**src/rtl/mux4_sel_arbiter.sv**
```systemverilog
// Round-robin arbiter driving the 2-bit select of a downstream mux4.
// Grants one of four requesters at a time, limiting tenure to MAX_HOLD cycles under contention.
module mux4_sel_arbiter #(
  parameter int unsigned MAX_HOLD = 4
) (
  input  logic       clk,
  input  logic       rst_n,
  input  logic [3:0] req,
  output logic [1:0] sel,
  output logic [3:0] gnt,
  output logic       valid,
  output logic       switched
);

  localparam int unsigned HW = $clog2(MAX_HOLD + 1);

  typedef enum logic {IDLE, GRANT} state_t;

  state_t        state;
  logic [HW-1:0] hold_cnt;
  logic [1:0]    last;

  logic [3:0]    others;
  logic [3:0]    cand;
  logic [1:0]    base;
  logic [1:0]    winner;
  logic          at_max;

  // First requesting index at or after base, wrapping modulo 4.
  function automatic logic [1:0] rr_pick(input logic [3:0] r, input logic [1:0] b);
    logic [1:0] p;
    logic       found;
    p     = b;
    found = 1'b0;
    for (int unsigned k = 0; k < 4; k++) begin
      if (!found && r[b + 2'(k)]) begin
        p     = b + 2'(k);
        found = 1'b1;
      end
    end
    return p;
  endfunction

  always_comb begin
    others = req & ~(4'b0001 << sel);
    at_max = (hold_cnt == HW'(MAX_HOLD));
    cand   = (state == IDLE) ? req : others;
    base   = (state == IDLE) ? last + 2'd1 : sel + 2'd1;
    winner = rr_pick(cand, base);
  end

  always_ff @(posedge clk) begin
    if (!rst_n) begin
      state    <= IDLE;
      sel      <= '0;
      gnt      <= '0;
      valid    <= 1'b0;
      switched <= 1'b0;
      hold_cnt <= '0;
      last     <= 2'd3;
    end else begin
      case (state)
        IDLE: begin
          if (|req) begin
            state    <= GRANT;
            sel      <= winner;
            gnt      <= 4'b0001 << winner;
            valid    <= 1'b1;
            switched <= 1'b1;
            hold_cnt <= HW'(1);
            last     <= winner;
          end else begin
            gnt      <= '0;
            valid    <= 1'b0;
            switched <= 1'b0;
          end
        end
        GRANT: begin
          // Release and expiry both hand over directly to the next requester.
          if ((|others) && (!req[sel] || at_max)) begin
            sel      <= winner;
            gnt      <= 4'b0001 << winner;
            valid    <= 1'b1;
            switched <= 1'b1;
            hold_cnt <= HW'(1);
            last     <= winner;
          end else if (!req[sel]) begin
            state    <= IDLE;
            gnt      <= '0;
            valid    <= 1'b0;
            switched <= 1'b0;
            hold_cnt <= '0;
          end else begin
            switched <= 1'b0;
            if (!at_max) hold_cnt <= hold_cnt + HW'(1);
          end
        end
        default: state <= IDLE;
      endcase
    end
  end

endmodule

```
**config.mk**
```make
export PLATFORM = sky130hd
export DESIGN_NAME = mux4_sel_arbiter
export DESIGN_NICKNAME = d
export VERILOG_FILES = /design/src/rtl/mux4_sel_arbiter.sv
export SDC_FILE = /design/constraint.sdc
export NUM_CORES = 1
export LEC_CHECK = 0
export ABC_AREA = 1
export BUFFER_PORTS_ARGS = -buffer_cell sky130_fd_sc_hd__buf_2
export CORE_MARGIN = 4
export CORE_UTILIZATION = 61
export DETAILED_ROUTE_END_ITERATION = 6
export PLACE_DENSITY_LB_ADDON = 0.2
export SYNTH_ARGS = -nofsm -noshare
export SYNTH_HDL_FRONTEND = slang
export SYNTH_SLANG_ARGS = --single-unit
```
**constraint.sdc**
```tcl
create_clock -name clk -period 2.9 [get_ports clk]
set_clock_uncertainty 0.05 [all_clocks]
set_input_delay 0.29 -clock clk [delete_from_list [all_inputs] [get_ports clk]]
set_output_delay 0.29 -clock clk [all_outputs]
set_load 0.01 [all_outputs]
```
==> out/qor.txt, run 1 <==
Status -> finished clean
Largest area contributor in the netlist -> dfxtp_1
GR Util All Layers -> 19.7%
Final setup fails -> 0
CTS Sinks -> 14
Pwr Density -> 991 mW/mm²
Congestion Overflow GR -> 0
Critical Path AT -> 2.26 ns
Seq cells post-synth -> 14
Worst-path maximum fanout -> 12
Initial core utilization -> 64.2%
Maximum vdd drop -> 0.590 mV
P_leak -> 0.627 nW
Total negative slack -> 0 ns
Layout overhead on the synthesized area -> 8.79%
Critical Path End Type -> register
CP Buf/Inv Count -> 1
Final Max Slew Viols -> 0
IO Count -> 14
Period utilization -> 72.6%
Layout cells sized above 1 -> 21.7%
Clk_lat worst skew -> 0.28 ns
Fin nets -> 199
Syn Area/Cell -> 6.26 µm²
Post-route minimum period -> 2.11 ns
Final Hold Fails -> 0
Final WS setup -> 0.795 ns
GPL Wtd Cong -> 0.817
Most frequent cells in the layout -> nand2_1, inv_1, nand3_1, dfxtp_1, buf_2
Largest net degree at the start of global routing -> 13
Switching portion of total power -> 52.4%
CTS Hold Bufs -> 0
CP Launch Type -> register
DR vias -> 1126
Cells after synthesis -> 175
Initial antenna violation count -> 0
Internal -> 0.000563 W
Syn. warnings -> 0
Switching pwr -> 0.000619 W
Die H -> 50.4 µm
DP HPWL -> 1.82 mm
Hold_sp -> rst_n
Vias per std cell -> 5.26
CTS tree -> yes
Mapped Nets -> 183
Clock Power Share -> 9.1%
Area fraction of the dominant cell type after synthesis -> 25.6%
Sequential area share after synthesis -> 25.6%
Row count -> 15
DRT Pass-1 Iters -> 4
Fillers -> 144
Cell area after synthesis -> 0.00110 mm²
RSZ-0062 raised after global routing -> no
Max Clock Freq -> 475 MHz
CP Cell Sequence -> inv_1 -> nand2_1 -> nand2_4 -> nand3_1 -> nand2_1 -> nand2_1 -> nand2_2 -> nor2_4 -> nand2_1 -> nand2_2 -> nand2_1 -> nor2_1 -> nand3_1 -> a21oi_1
Synth cell types -> 24
Commonest non-fill, non-tap cell in the layout -> nand2_1
Vias in the first global route -> 1024
Max-cap viol count -> 0
Core area -> 0.00171 mm²
Slowest CP cell -> dfxtp_1
Die Width -> 50.4 µm
Maximum buffer depth of the clock tree -> 2
DP Worst Slack -> 0.791 ns
Final ANT Viol Nets -> 0
Clk slew on worst S/H paths -> 0.08 ns
1st-iter DRT viols -> 35
CP Launch Point -> state$_SDFF_PN0_
Sequential power share -> 25.3%
First-pass GRT wire length -> 4.01 mm
Root Driver -> clkbuf_4
Actual slew at the worst max-slew pin -> 0.406 ns
Post-CTS setup repair buffer count -> 0
Most used cell along the critical path -> nand2_1
Worst min path class -> input port to register
WL/cell -> 10.4 µm
CTS Buf Count -> 3
Power share of the combinational group -> 65.6%
N_diodes -> 0
Setup CP Type -> register to register
Critical path required time -> 3.06 ns
# DRC -> 0
Worst path top cell family by delay -> simple AND/OR/NAND/NOR gates
Resize count post-CTS -> 0
Top cells by area, synth -> dfxtp_1, nand2_1, nand3_1
Rel. slew slack -> 72.9%
Multi-input gate area -> 714 µm²
Crit Reg-Reg Startpoint -> state$_SDFF_PN0_
H-Tree Depth -> 1
Die area -> 0.00254 mm²
Slowest stage delay, CP -> 0.57 ns
Sequential cell area -> 280 µm²
WL final -> 2.23 mm
Input/output buffers -> 13
-- cells in the mapped netlist, drive strengths merged --
cell / count
nand4: 2
o21ai: 8
a21oi: 12
inv: 20
nand2: 77
buf: 2
nand3: 18
nor3: 1
o2111ai: 1
nor2: 15
o211ai: 1
ha: 2
xnor2: 1
clkinv: 1
dfxtp: 14
-- path summary, 6_finish.rpt --
kind | to | slack (ns) | cells past startpoint
worst max-delay path | gnt[2]$_SDFFE_PN0P_ | 0.79 | 14
worst min-delay path | last[0]$_SDFFE_PN1P_ | 0.20 | 2
worst max register to register | gnt[2]$_SDFFE_PN0P_ | 0.79 | 14
worst min register to register | valid$_SDFFE_PN0P_ | 0.41 | 2
-- flip-flops by register name (all words and copies together) (netlist names) --
name / cells
last: 2
hold_cnt: 3
sel: 2
switched: 1
gnt: 4
valid: 1
state: 1
-- power by group through the flow --
stage               Clock (W)  Sequential (W)  Combinational [W]
floorplan                   0        0.000307           0.000627
detailed placement          0        0.000303           0.000775
finish               0.000108        0.000299           0.000775
global placement            0        0.000300           0.000761
global route         0.000117        0.000309           0.000878
CTS                  0.000110        0.000298           0.000778
-- area by class of cell --
cell class / count / area share (%)
well taps: 25 / 2.62
flip-flops and latches: 14 / 23.5
clock buffers: 3 / 1.89
inverters: 21 / 6.61
multi-input cells: 138 / 59.9
repair buffers: 13 / 5.46
-- worst reg2reg max path, cell delays in order, from the launching register on --
cell and delay, ns:
dfxtp_1 0.57, inv_1 0.16, nand2_1 0.13, nand2_4 0.11, nand3_1 0.10, nand2_1 0.08
nand2_1 0.09, nand2_2 0.07, nor2_4 0.12, nand2_1 0.07, nand2_2 0.08, nand2_1 0.05
nor2_1 0.13, nand3_1 0.09, a21oi_1 0.13
-- kinds of logic after synthesis --
group	after synthesis	share of synthesized area, %
fa+ha+maj	2	2.28
compound gates	22	11.3
xor+xnor	1	0.799
flops	14	25.6
buf+inv	23	9.25
simple gates	113	50.8
-- per-layer routing --
metal	vias up	global-route usage, %	wire (µm)
met4	0	11.7	45
li1	584	-	-
met2	29	34.3	1100
met5	-	0	0
met3	5	1.48	84
met1	508	23.5	995
-- metrics by stage --
stage / total power, W / hold slack (ns) / cell area [µm²] / instances / utilization (%)
after global routing: 0.00130 / 0.199 / 1190 / 214 / 69.8
after detailed placement: 0.00108 / 0.405 / 1170 / 211 / 68.5
after CTS: 0.00119 / 0.185 / 1190 / 214 / 69.8
final: 0.00118 / 0.198 / 1190 / 214 / 69.8
after global placement: 0.00106 / 0.398 / 1170 / 211 / 68.5
after floorplan: 0.000934 / 0.309 / 1100 / 175 / -
Power figures use the tool's default switching activity.
==> run 2: changes to the inputs <==
- CORE_UTILIZATION: 61 -> 51
- clock period: 2.9 -> 1.8 ns (I/O delays scaled with it)
==> run 2 against run 1 <==
Net effect:
- the flow now finishes with violations (negative setup slack)
- sequential power grew 67%
- first-iteration DRC count shrank 37%
- design area grew 18%
- wire length grew 24%
- clock power grew 56%
==> out/qor.txt, run 2 (synthesized netlist as in run 1, its figures left out) <==
Status -> complete, but fails checks
Failing checks -> negative setup slack
Slowest CP cell -> dfxtp_2
Most frequent cells in the layout -> nand2_1, inv_1, nand2_2, buf_2
First-pass GRT wire length -> 4.41 mm (+10%)
Worst path top cell family by delay -> simple AND/OR/NAND/NOR gates
DR vias -> 1187 (+5.4%)
Rel. slew slack -> 80.8% (+7.9 points)
Biggest register -> gnt
Maximum vdd drop -> 1.23 mV (+110%)
Final ANT Viol Nets -> 0 (unchanged)
Clk slew on worst S/H paths -> 0.07 ns (about the same)
Fin nets -> 212 (+6.5%)
Die Width -> 54.4 µm (+7.9%)
Clk_lat worst skew -> 0.28 ns (about the same)
CP Buf/Inv Count -> 2 (+1)
# DRC -> 0 (unchanged)
Max Clock Freq -> 521 MHz (+9.7%)
Vias per std cell -> 5.18 (-1.5%)
Critical Path End Type -> register
Max-cap viol count -> 0 (unchanged)
Vias in the first global route -> 1036 (+1.2%)
Worst hold slack -> 0.108 ns (-0.0898 ns)
Max reg flops -> 4 (unchanged)
Slowest stage delay, CP -> 0.34 ns (-0.23 ns)
Congestion Overflow GR -> 0 (unchanged)
Global route hottest layer -> met2
Final Hold Fails -> 0 (unchanged)
Largest regs -> gnt (4), hold_cnt (3)
Final Max Slew Viols -> 0 (unchanged)
N_diodes -> 0 (unchanged)
Initial antenna violation count -> 0 (unchanged)
IO Count -> 14 (unchanged)
P_leak -> 0.714 nW (+14%)
Input/output buffers -> 13 (unchanged)
DRT Pass-1 Iters -> 6 (+2)
Final setup fails -> 8 (+8)
1st-iter DRT viols -> 22 (-37%)
Setup CP Type -> register to register
Worst-path maximum fanout -> 8 (-4)
CP Launch Type -> register
CTS Hold Bufs -> 0 (unchanged)
Placed insts -> 223 (+5.7%)
Die H -> 54.4 µm (+7.9%)
Most used cell along the critical path -> nand2_2
Critical path required time -> 1.95 ns (-1.11 ns)
Die area -> 0.00296 mm² (+16%)
H-Tree Depth -> 1 (unchanged)
Maximum buffer depth of the clock tree -> 2 (unchanged)
Finished Layout Cells -> 229 (+7.0%)
Met3 global-route usage -> 0.817% (-0.67 points)
CTS Sinks -> 14 (unchanged)
WL/cell -> 12.1 µm (+16%)
CTS tree -> yes
Worst min path class -> input port to register
Layout overhead on the synthesized area -> 28.3%
Largest net degree at the start of global routing -> 10 (-3)
Period utilization -> 107% (+34 points)
Initial core utilization -> 54.7% (-9.4 points)
Final WS setup -> -0.119 ns (-0.914 ns)
Row count -> 16 (+1)
Pwr Density -> 1650 mW/mm² (+67%)
M2 GR Usage -> 34.9% (+0.51 points)
WL final -> 2.76 mm (+24%)
Root Driver -> clkbuf_4
RSZ-0062 raised after global routing -> yes
Core area -> 0.00200 mm² (+17%)
DP Worst Slack -> -0.120 ns (-0.911 ns)
CTS Buf Count -> 3 (unchanged)
Layout cells sized above 1 -> 38.6% (+17 points)
GPL Wtd Cong -> 0.853 (+4.4%)
Post-route minimum period -> 1.92 ns (-0.186 ns)
Critical Path AT -> 2.07 ns (-0.19 ns)
Actual slew at the worst max-slew pin -> 0.287 ns (-0.119 ns)
CP Cell Sequence -> buf_8 -> nand2_4 -> inv_2 -> nor2_4 -> nand2_1 -> nand2_2 -> nand2_1 -> nand2_2 -> nor2_4 -> o21ai_1 -> nand2_2 -> nand2_2 -> nand3_1 -> a21oi_1
DP HPWL -> 2.01 mm (+9.9%)
Commonest non-fill, non-tap cell in the layout -> nand2_1
Met1 Track Usage GR -> 26.2% (+2.7 points)
GR Util All Layers -> 19.9% (+0.20 points)
## run 2: cell count changes in the layout (fill, tap and decap cells not counted), sizes merged
cell,delta
buf,+13
## run 2: path summary, 6_finish.rpt
path / slack (ns) / to / start / depth (start not counted)
max: -0.12 / gnt[3]$_SDFFE_PN0P_ / state$_SDFF_PN0_ / 14
min: 0.11 / last[0]$_SDFFE_PN1P_ / rst_n / 2
min reg2reg: 0.42 / gnt[2]$_SDFFE_PN0P_ / gnt[2]$_SDFFE_PN0P_ / 2
max reg2reg: -0.12 / gnt[3]$_SDFFE_PN0P_ / state$_SDFF_PN0_ / 14
## run 2: routing by layer
layer	part of all wire (%)	vias up
met5	0	-
met4	1.7	0
met3	2.9	7
met2	52	24
met1	43	543
li1	-	613
## run 2: cell type report
class	count	area, µm²
clock buffers	3	22.5
fillers	167	596
inverters	21	78.8
multi-input cells	138	812
flip-flops and latches	14	289
well taps	27	33.8
repair buffers	26	170
## run 2: through the flow
stage               utilization (%)  total power [W]  TNS [ns]  area [µm²]
global placement               62.3          0.00181    -0.143        1250
CTS                            64.1          0.00204   -0.0615        1280
floorplan                         -          0.00150         0        1100
detailed placement             62.3          0.00185    -0.546        1250
finish                         70.3          0.00232    -0.527        1410
global route                   70.3          0.00253     -1.92        1410
## run 2: power breakdown
group / internal, W / leakage (nW) / total [W] / switching [W]
registers: 0.000414 / 0.117 / 0.000499 / 0.0000845
clock network: 0.0000776 / 0.0138 / 0.000168 / 0.0000908
logic: 0.000629 / 0.583 / 0.00166 / 0.00103
## run 2: timing repair
item                       4_1_cts  5_1_grt
setup buffers                    0        3
gates resized for setup          6       29
setup endpoints to repair       11       13
pin swaps                        1       15
